--- config.mk ---
export PLATFORM = sky130hd
export DESIGN_NAME = req_grant_dispatch_3_flat
export DESIGN_NICKNAME = d
export VERILOG_FILES = /design/src/rtl/req_grant_dispatch_3_pkg.sv /design/src/rtl/req_grant_dispatch_3_if.sv /design/src/rtl/req_grant_dispatch_3_rr_pick_3.sv /design/src/rtl/req_grant_dispatch_3.sv /design/src/flat_wrapper.sv
export SDC_FILE = /design/constraint.sdc
export NUM_CORES = 1
export LEC_CHECK = 0
export BUFFER_PORTS_ARGS = -buffer_cell sky130_fd_sc_hd__buf_2
export CAP_MARGIN = 5
export CORE_UTILIZATION = 45
export DETAILED_ROUTE_END_ITERATION = 12
export SLEW_MARGIN = 0
export SYNTH_ARGS = -nofsm -noshare
export SYNTH_HDL_FRONTEND = slang
export SYNTH_SLANG_ARGS = --single-unit
--- constraint.sdc ---
create_clock -name clock -period 4 [get_ports clock]
set_input_delay 0.2 -clock clock [delete_from_list [all_inputs] [get_ports clock]]
set_output_delay 0.2 -clock clock [all_outputs]
set_load 0.05 [all_outputs]
--- src/rtl/req_grant_dispatch_3_pkg.sv ---
// Shared arbitration types for the three-way request/grant dispatcher:
// FSM state encodings, owner codes and owner/grant helpers.
package nd120_arb_pkg;

  typedef enum logic [1:0] {
    ST_IDLE    = 2'd0,
    ST_GRANT   = 2'd1,
    ST_RELEASE = 2'd2
  } state_e;

  localparam logic [1:0] OWN_NONE = 2'd0;
  localparam logic [1:0] OWN_1    = 2'd1;
  localparam logic [1:0] OWN_2    = 2'd2;
  localparam logic [1:0] OWN_3    = 2'd3;

  // One-hot grant vector {g3,g2,g1} for an owner code; none maps to all-zero.
  function automatic logic [2:0] owner_grant(input logic [1:0] own);
    case (own)
      OWN_1:   return 3'b001;
      OWN_2:   return 3'b010;
      OWN_3:   return 3'b100;
      default: return 3'b000;
    endcase
  endfunction

  function automatic logic [1:0] next_owner(input logic [1:0] own);
    if (own == OWN_3 || own == OWN_NONE) begin
      return OWN_1;
    end
    return own + 2'd1;
  endfunction

endpackage

--- src/rtl/req_grant_dispatch_3_if.sv ---
// Request/grant bundle between the three requesters and the dispatcher.
// master = requester side, slave = dispatcher side.
interface req_grant_dispatch_3_if;
  logic       req1;
  logic       req2;
  logic       req3;
  logic       grant1;
  logic       grant2;
  logic       grant3;
  logic [1:0] owner;
  logic       busy;
  logic       timeout;
  logic       any_req;

  modport master (
    output req1, req2, req3,
    input  grant1, grant2, grant3, owner, busy, timeout, any_req
  );

  modport slave (
    input  req1, req2, req3,
    output grant1, grant2, grant3, owner, busy, timeout, any_req
  );
endinterface

--- src/rtl/req_grant_dispatch_3_rr_pick_3.sv ---
// Combinational round-robin picker: first active request after 'last',
// wrapping 1..3; returns OWN_NONE when nobody requests.
module rr_pick_3
  import nd120_arb_pkg::*;
(
  input  logic [2:0] r,
  input  logic [1:0] last,
  output logic [1:0] winner
);

  logic [1:0] cand1;
  logic [1:0] cand2;
  logic [1:0] cand3;

  assign cand1 = next_owner(last);
  assign cand2 = next_owner(cand1);
  assign cand3 = next_owner(cand2);

  // Lowest priority is tested first so the highest-priority hit overrides it.
  always_comb begin
    winner = OWN_NONE;
    if (|(r & owner_grant(cand3))) winner = cand3;
    if (|(r & owner_grant(cand2))) winner = cand2;
    if (|(r & owner_grant(cand1))) winner = cand1;
  end

endmodule

--- src/rtl/req_grant_dispatch_3.sv ---
// Three-way round-robin request/grant dispatcher with per-input polarity
// mask, bounded ownership (hold timeout) and a dead cycle between owners.
module req_grant_dispatch_3
  import nd120_arb_pkg::*;
#(
  parameter logic [2:0]  BUBBLES_MASK = 3'b000,
  parameter int unsigned HOLD_MAX     = 255,
  parameter int unsigned CNT_W        = 16
) (
  input logic                   clock,
  input logic                   reset,
  req_grant_dispatch_3_if.slave bus
);

  localparam logic [CNT_W-1:0] HOLD_LAST = CNT_W'(HOLD_MAX - 1);

  state_e           state_q, state_d;
  logic [1:0]       owner_q, owner_d;
  logic [1:0]       last_q, last_d;
  logic [CNT_W-1:0] hold_cnt_q, hold_cnt_d;
  logic [2:0]       grant_q, grant_d;
  logic             busy_q, busy_d;
  logic             timeout_q, timeout_d;

  logic [2:0]       r;
  logic [1:0]       winner;
  logic             r_own;

  assign r     = {bus.req3, bus.req2, bus.req1} ^ BUBBLES_MASK;
  assign r_own = |(r & owner_grant(owner_q));

  rr_pick_3 u_pick (
    .r      (r),
    .last   (last_q),
    .winner (winner)
  );

  always_comb begin
    state_d    = state_q;
    owner_d    = owner_q;
    last_d     = last_q;
    hold_cnt_d = hold_cnt_q;
    grant_d    = grant_q;
    timeout_d  = 1'b0;
    case (state_q)
      ST_IDLE: begin
        if (|r) begin
          owner_d    = winner;
          grant_d    = owner_grant(winner);
          hold_cnt_d = '0;
          state_d    = ST_GRANT;
        end
      end
      ST_GRANT: begin
        // A still-requesting owner at the limit is a forced release; a drop wins.
        if (!r_own || hold_cnt_q == HOLD_LAST) begin
          owner_d   = OWN_NONE;
          grant_d   = 3'b000;
          last_d    = owner_q;
          state_d   = ST_RELEASE;
          timeout_d = r_own;
        end else begin
          hold_cnt_d = hold_cnt_q + CNT_W'(1);
        end
      end
      ST_RELEASE: begin
        state_d = ST_IDLE;
      end
      default: begin
        state_d = ST_IDLE;
        owner_d = OWN_NONE;
        grant_d = 3'b000;
      end
    endcase
    busy_d = (state_d != ST_IDLE);
  end

  always_ff @(posedge clock) begin
    if (reset) begin
      state_q    <= ST_IDLE;
      owner_q    <= OWN_NONE;
      last_q     <= OWN_3;
      hold_cnt_q <= '0;
      grant_q    <= 3'b000;
      busy_q     <= 1'b0;
      timeout_q  <= 1'b0;
    end else begin
      state_q    <= state_d;
      owner_q    <= owner_d;
      last_q     <= last_d;
      hold_cnt_q <= hold_cnt_d;
      grant_q    <= grant_d;
      busy_q     <= busy_d;
      timeout_q  <= timeout_d;
    end
  end

  assign bus.grant1  = grant_q[0];
  assign bus.grant2  = grant_q[1];
  assign bus.grant3  = grant_q[2];
  assign bus.owner   = owner_q;
  assign bus.busy    = busy_q;
  assign bus.timeout = timeout_q;
  assign bus.any_req = |r;

endmodule

--- src/flat_wrapper.sv ---
// flat-port wrapper written by rule: the top's interface ports become plain ports
module req_grant_dispatch_3_flat import nd120_arb_pkg::*;
#(
  parameter logic [2:0]  BUBBLES_MASK = 3'b000,
  parameter int unsigned HOLD_MAX     = 255,
  parameter int unsigned CNT_W        = 16
)
  (clock, reset, bus_req1, bus_req2, bus_req3, bus_grant1, bus_grant2, bus_grant3, bus_owner, bus_busy, bus_timeout, bus_any_req);
  req_grant_dispatch_3_if bus_i ();
  input logic clock;
  input logic reset;
  input wire logic [$bits(bus_i.req1)-1:0] bus_req1;
  input wire logic [$bits(bus_i.req2)-1:0] bus_req2;
  input wire logic [$bits(bus_i.req3)-1:0] bus_req3;
  output wire logic [$bits(bus_i.grant1)-1:0] bus_grant1;
  output wire logic [$bits(bus_i.grant2)-1:0] bus_grant2;
  output wire logic [$bits(bus_i.grant3)-1:0] bus_grant3;
  output wire logic [$bits(bus_i.owner)-1:0] bus_owner;
  output wire logic [$bits(bus_i.busy)-1:0] bus_busy;
  output wire logic [$bits(bus_i.timeout)-1:0] bus_timeout;
  output wire logic [$bits(bus_i.any_req)-1:0] bus_any_req;
  assign bus_i.req1 = bus_req1;
  assign bus_i.req2 = bus_req2;
  assign bus_i.req3 = bus_req3;
  assign bus_grant1 = bus_i.grant1;
  assign bus_grant2 = bus_i.grant2;
  assign bus_grant3 = bus_i.grant3;
  assign bus_owner = bus_i.owner;
  assign bus_busy = bus_i.busy;
  assign bus_timeout = bus_i.timeout;
  assign bus_any_req = bus_i.any_req;
  req_grant_dispatch_3 #(.BUBBLES_MASK(BUBBLES_MASK), .HOLD_MAX(HOLD_MAX), .CNT_W(CNT_W)) u_core (.clock(clock), .reset(reset), .bus(bus_i));
endmodule
* Word-level counts from Yosys, hierarchy flattened *
Cells that the tools add are included.

word-level totals
  bits in registers = 27
  output and inout port bits = 8
  bits of input ports = 5

cells by class
  reduce and logical (&&, ||, !) cells = 20
  multiplexer cells = 29
  bitwise operators = 7
  add/sub/neg operators = 4
  equality and inequality tests = 22

operators with widths
  kind                                                   number
  case mux 3 bit (3 select lines)                        6
  2-to-1 mux 16 bit                                      2
  case mux 16 bit (2 select lines)                       1
  2-to-1 mux 2 bit                                       13
  equality test 2 bit, second input constant             12
  OR reduction 3 bit                                     6
  adder 16 x 1 -> 16 bit, second input constant          1
  equality test 16 x 8 -> 1 bit, second input constant   1
  AND 3 bit                                              4
  equality test 2 x 1 -> 1 bit, second input constant    6
  logical NOT 2 bit                                      4
  adder 2 x 1 -> 2 bit, second input constant            3
  2-to-1 mux 3 bit                                       2
  case mux 2 bit (3 select lines)                        1
  AND reduction 3 bit                                    2
  logical OR 1 bit                                       4
  inequality test 2 bit, second input constant           2
  case mux 2 bit (2 select lines)                        1
  nonzero test 2 bit                                     2
  2-to-1 mux 1 bit                                       3
  inverter 1 bit                                         3
  inequality test 2 x 1 -> 1 bit, second input constant  1
  AND reduction 2 bit                                    1
  logical NOT 1 bit                                      1

* Longest topological paths before layout *
  depth in word-level cells = 23
  mapped depth = 8

* Modules after synthesis *
A second synthesis with hierarchy kept.

second synthesis, totals
  cell total of the unflattened synthesis = 181
  area total of the unflattened synthesis = 1560.2 um2

by module, submodules not included
  module                cells each  instances  seq. area each (um2)  area each (um2)
  req_grant_dispatch_3  162         1          540.5                 1395.1
  rr_pick_3             19          1          0.0                   165.2

* Least setup slack after synthesis *
No wires, ideal clock.

  kind = reg-to-reg
  start = register u_core.owner_q[0] (netlist: u_core.bus.owner[0])
  end = register u_core.hold_cnt_q[10]
  buffers on the path = 1
  cell stages (with the launch flop) = 7
  library setup time = 70 ps
  data arrival time = 2121 ps
  period minus slack after synthesis = 2191 ps
  slack = 1809 ps
  cells stage by stage = dfxtp_1 -> mux2_2 -> a21oi_1 -> or4_1 -> buf_2 -> or3_1 -> a21oi_1

between the ends
  longest elaborated chain between the ends = 8
  elaborated cells on any way between the ends = 10
  those cells by class = eq/ne: 4; mux: 1; bitwise: 1; reduce/logical: 4

RTL lines
  element                                                                     line                            text
  start, declared                                                             req_grant_dispatch_3.sv:18      logic [1:0] owner_q, owner_d;
  start signal, assigned                                                      req_grant_dispatch_3.sv:89      owner_q <= owner_d;
  equality test 2 bit / equality test 2 x 1 -> 1 bit (equally long branches)  req_grant_dispatch_3_pkg.sv:18  case (own)
  case mux 3 bit (3 select lines) *                                           req_grant_dispatch_3_pkg.sv:18
  AND 3 bit *                                                                 req_grant_dispatch_3.sv:30      assign r_own = |(r & owner_grant(owner_q));
  OR reduction 3 bit *                                                        req_grant_dispatch_3.sv:30
  logical NOT 1 bit *                                                         req_grant_dispatch_3.sv:56      if (!r_own || hold_cnt_q == HOLD_LAST) begin
  logical OR 1 bit *                                                          req_grant_dispatch_3.sv:56
  inequality test 2 bit (no source line) *                                    --
  AND reduction 3 bit (no source line) *                                      --
  end signal, assigned                                                        req_grant_dispatch_3.sv:91      hold_cnt_q <= hold_cnt_d;
  end, declared                                                               req_grant_dispatch_3.sv:20      logic [CNT_W-1:0] hold_cnt_q, hold_cnt_d;

Mark *: on every way between the ends. The rest lies on a longest branch, timed or not.
A chain may end at the register's enable or synchronous reset.

* Worst setup path after layout *
  start = register u_core.owner_q[0] (netlist: u_core.bus.owner[0])
  end = register u_core.owner_q[0] (netlist: u_core.bus.owner[0])

between the ends
  longest elaborated chain between the ends = 8
  elaborated cells on any way between the ends = 10
  those cells by class = eq/ne: 4; mux: 1; bitwise: 1; reduce/logical: 4

RTL lines
  element                                                                     line
  equality test 2 bit / equality test 2 x 1 -> 1 bit (equally long branches)  req_grant_dispatch_3_pkg.sv:18
  case mux 3 bit (3 select lines) *                                           req_grant_dispatch_3_pkg.sv:18
  AND 3 bit *                                                                 req_grant_dispatch_3.sv:30
  OR reduction 3 bit *                                                        req_grant_dispatch_3.sv:30
  logical NOT 1 bit *                                                         req_grant_dispatch_3.sv:56
  logical OR 1 bit *                                                          req_grant_dispatch_3.sv:56
  inequality test 2 x 1 -> 1 bit (no source line) *                           --
  AND reduction 3 bit (no source line) *                                      --

Marked as above.

==> impl_metrics.csv <==
group,metric,value,unit
clock_tree,path_clk_slew,0.15,ns
sta,skew,0.0109,ns
detailed_routing,num_vias,1201,
synth,syn_inst,169,
grt,groute.usage.overall,0.183,
clock_tree,insertion_delay,0.33,ns
place,post-place-cells,220,
job,maxCapViolCount,0,
sta,final_hold_viol_count,0,
synth,synthMuxAreaShare,0.0238,
outcome,status,"complete, no violations",
grt,grt_max_degree,16,
power_and_ir_drop,power_density,419,nW/um2
clock_tree,cts-root-buf,"clkbuf_4",
clock_tree,numCtsBuffers,3,
grt,grt_pass1_wl,4840,um
critical_path,path_cells,"mux2_2 > a21oi_1 > o21ai_0 > a32oi_1 > nor2_1",
synth,synth_area_leader_cell,"dfxtp_1",
synth,yosysTopAreaCellShare,0.380,
critical_path,worstReg2RegStart,"u_core.bus.owner[0]",
finish,seq_area,541,um2
critical_path,cp_top_family,"compound AO/OA/AOI/OAI gates",
power_and_ir_drop,ir_worst_vdd,256,uV
floorplanning,fp.dieArea,3390,um2
synth,synth-edff-count,0,
finish,instances_no_fill,224,
sta,tns,0,ns
synth,synthXorXnorAreaFrac,0.0678,
clock_tree,cts_resized,0,
sta,tightestPinTransition,0.977,ns
critical_path,cp-startpoint,"u_core.bus.owner[0]",
detailed_routing,antenna_left,0,
floorplanning,core,3030,um2
detailed_routing,postRouteWirelength,2820,um
finish,diodes,0,
synth,synth_compound_area_frac,0.128,
critical_path,worstPathRequired,4.22,ns
synth,yosys-top-cells-area,"dfxtp_1 38%, xnor2_1 6.2%, nor2_1 5.5%",
clock_tree,cts_tree,"yes",
synth,synth_commonest_cells,"27 x dfxtp_1, 21 x nor2_1, 11 x nor3_1",
finish,multi_input_area,827,um2
critical_path,cp-end-kind,"flop",
synth,async_reset_ff_frac,0,
grt,grt_pass1_vias,1054,
finish,area_growth,8.63,%
synth,avgSynthCellArea,8.41,um2
floorplanning,die_width,58.2,um
synth,ys.flop_type,"dfxtp_1",
clock_tree,max-clock-path-buffers,2,
sta,rsz0062_at_grt,"no",
finish,post_route_cells_drive_above_1_share,0.122,
critical_path,startpoint_type,"flop",
synth,yosysWarnings,0,
min_path,hold_start,"reset",
grt,antenna_found_initial,0,
floorplanning,die_h,58.2,um
place,numPortBuffers,12,
synth,synth_adder_area_share,0.0528,
floorplanning,rows,20,
sta,period_share,0.615,
synth,yosysMostFrequentCell,"dfxtp_1",
clock_tree,post_cts_buffers,0,
critical_path,critPathMaxFanout,15,
detailed_routing,drtIter0Drc,51,
synth,synth_top_family_by_area,"simple AND/OR/NAND/NOR gates",
detailed_routing,drc,0,
finish,fillers,296,
grt,grt_remaining_overflow,0,
critical_path,cp_slowest_cell,"a21oi_1",
critical_path,path_class,"reg -> reg",
place,gp_congestion,0.786,
synth,ys_seq_area_frac,0.380,
floorplanning,start_util,0.469,
synth,mappedNetlistArea,1420,um2
sta,min_period,2.46,ns
detailed_routing,via_per_inst,5.36,
place,hpwl,2030,um
clock_tree,clock-sinks,27,
sta,setup_violations,0,
critical_path,critPathArrivalTime,2.68,ns
sta,report.final.slew_viol_count,0,
critical_path,reg2reg_slack,1.54,ns
finish,fin_nets,192,
synth,synth-simple-area-share,0.310,
critical_path,path_buf_inv,0,
clock_tree,htreeDepth,1,
sta,fmax,0.407,GHz
critical_path,cpPeakStageDelay,0.77,ns
sta,max_slew_margin,0.349,
min_path,hold_path_class,"in -> reg",
synth,synth.distinct_cells,36,
synth,synth_nets,180,
detailed_routing,avgRoutedWirePerCell,12.6,um
floorplanning,io_pins,13,
synth,synth_seq_cells,27,
power_and_ir_drop,leakagePower,0.000523,uW
clock_tree,cts_hold_buffers,0,
detailed_routing,dr.pass1.iters,4,
registers in the layout, indices dropped and copies added (netlist names):
signal              flops
u_core.hold_cnt_q      16
u_core.grant_q          3
u_core.bus.owner        2
u_core.last_q           2
u_core.state_q          2
u_core.bus.busy         1
u_core.bus.timeout      1
metal layers:
| metal | part of all wire | routed length [um] | GRT usage |
|---|---|---|---|
| met5 | 0 | 0 | 0 |
| met4 | 0.011 | 30 | 0.0510 |
| met3 | 0.019 | 54 | 0.0335 |
| met2 | 0.43 | 1220 | 0.271 |
| met1 | 0.54 | 1520 | 0.272 |
layout by cell type, fill, tap and decap left out, types with 3 or more instances in the layout:
cell and count:
a21oi_1 9, buf_2 12, clkbuf_4 3, dfxtp_1 27, ha_1 6, inv_1 9
mux2_2 3, nand2_1 9, nand3_1 9, nand3b_1 3, nand4_1 4, nor2_1 21
nor2b_1 3, nor3_1 11, nor4_1 4, o21ai_0 8, or3_1 5, xnor2_1 10
final cells by class:
| type | instances | share of cell area |
|---|---|---|
| Sequential cell | 27 | 0.350 |
| Clock buffer | 3 | 0.0146 |
| Timing Repair Buffer | 12 | 0.0389 |
| Tap cell | 44 | 0.0357 |
| Inverter | 9 | 0.0219 |
| Multi-Input combinational cell | 128 | 0.536 |
| Clock inverter | 1 | 0.00324 |
final timing paths:
path,to,depth (start not counted)
max,u_core.bus.owner[0],5
min,u_core.state_q[1],2
max reg2reg,u_core.bus.owner[0],5
min reg2reg,u_core.grant_q[1],2
where the power goes:
group / internal (uW) / total, uW / switching (uW)
combinational: 69.4 / 218 / 149
clock: 37.5 / 119 / 81.6
sequential: 290 / 309 / 18.8
total: 397 / 646 / 249
metrics by stage:
stage,instance area (um2),power (uW),hold slack (ns),utilization,setup slack [ns]
after global routing,1540,693,0.192,0.510,1.28
after detailed placement,1520,532,0.461,0.501,1.53
after global placement,1520,521,0.454,0.501,1.68
final,1540,646,0.204,0.510,1.54
after floorplan,1420,483,0.279,-,1.81
after CTS,1540,650,0.199,0.510,1.55
cells by family (layout without fill, tap and decap cells):
logic type / Yosys count / in the layout
adders and majority gates: 6 / 6
xor gates and xnor gates: 11 / 11
muxes: 3 / 3
AOI/OAI and AO/OA: 28 / 28
buffers and inverters: 14 / 25
DFF: 27 / 27
and+or+nand+nor: 80 / 80
Power figures use the tool's default switching activity.
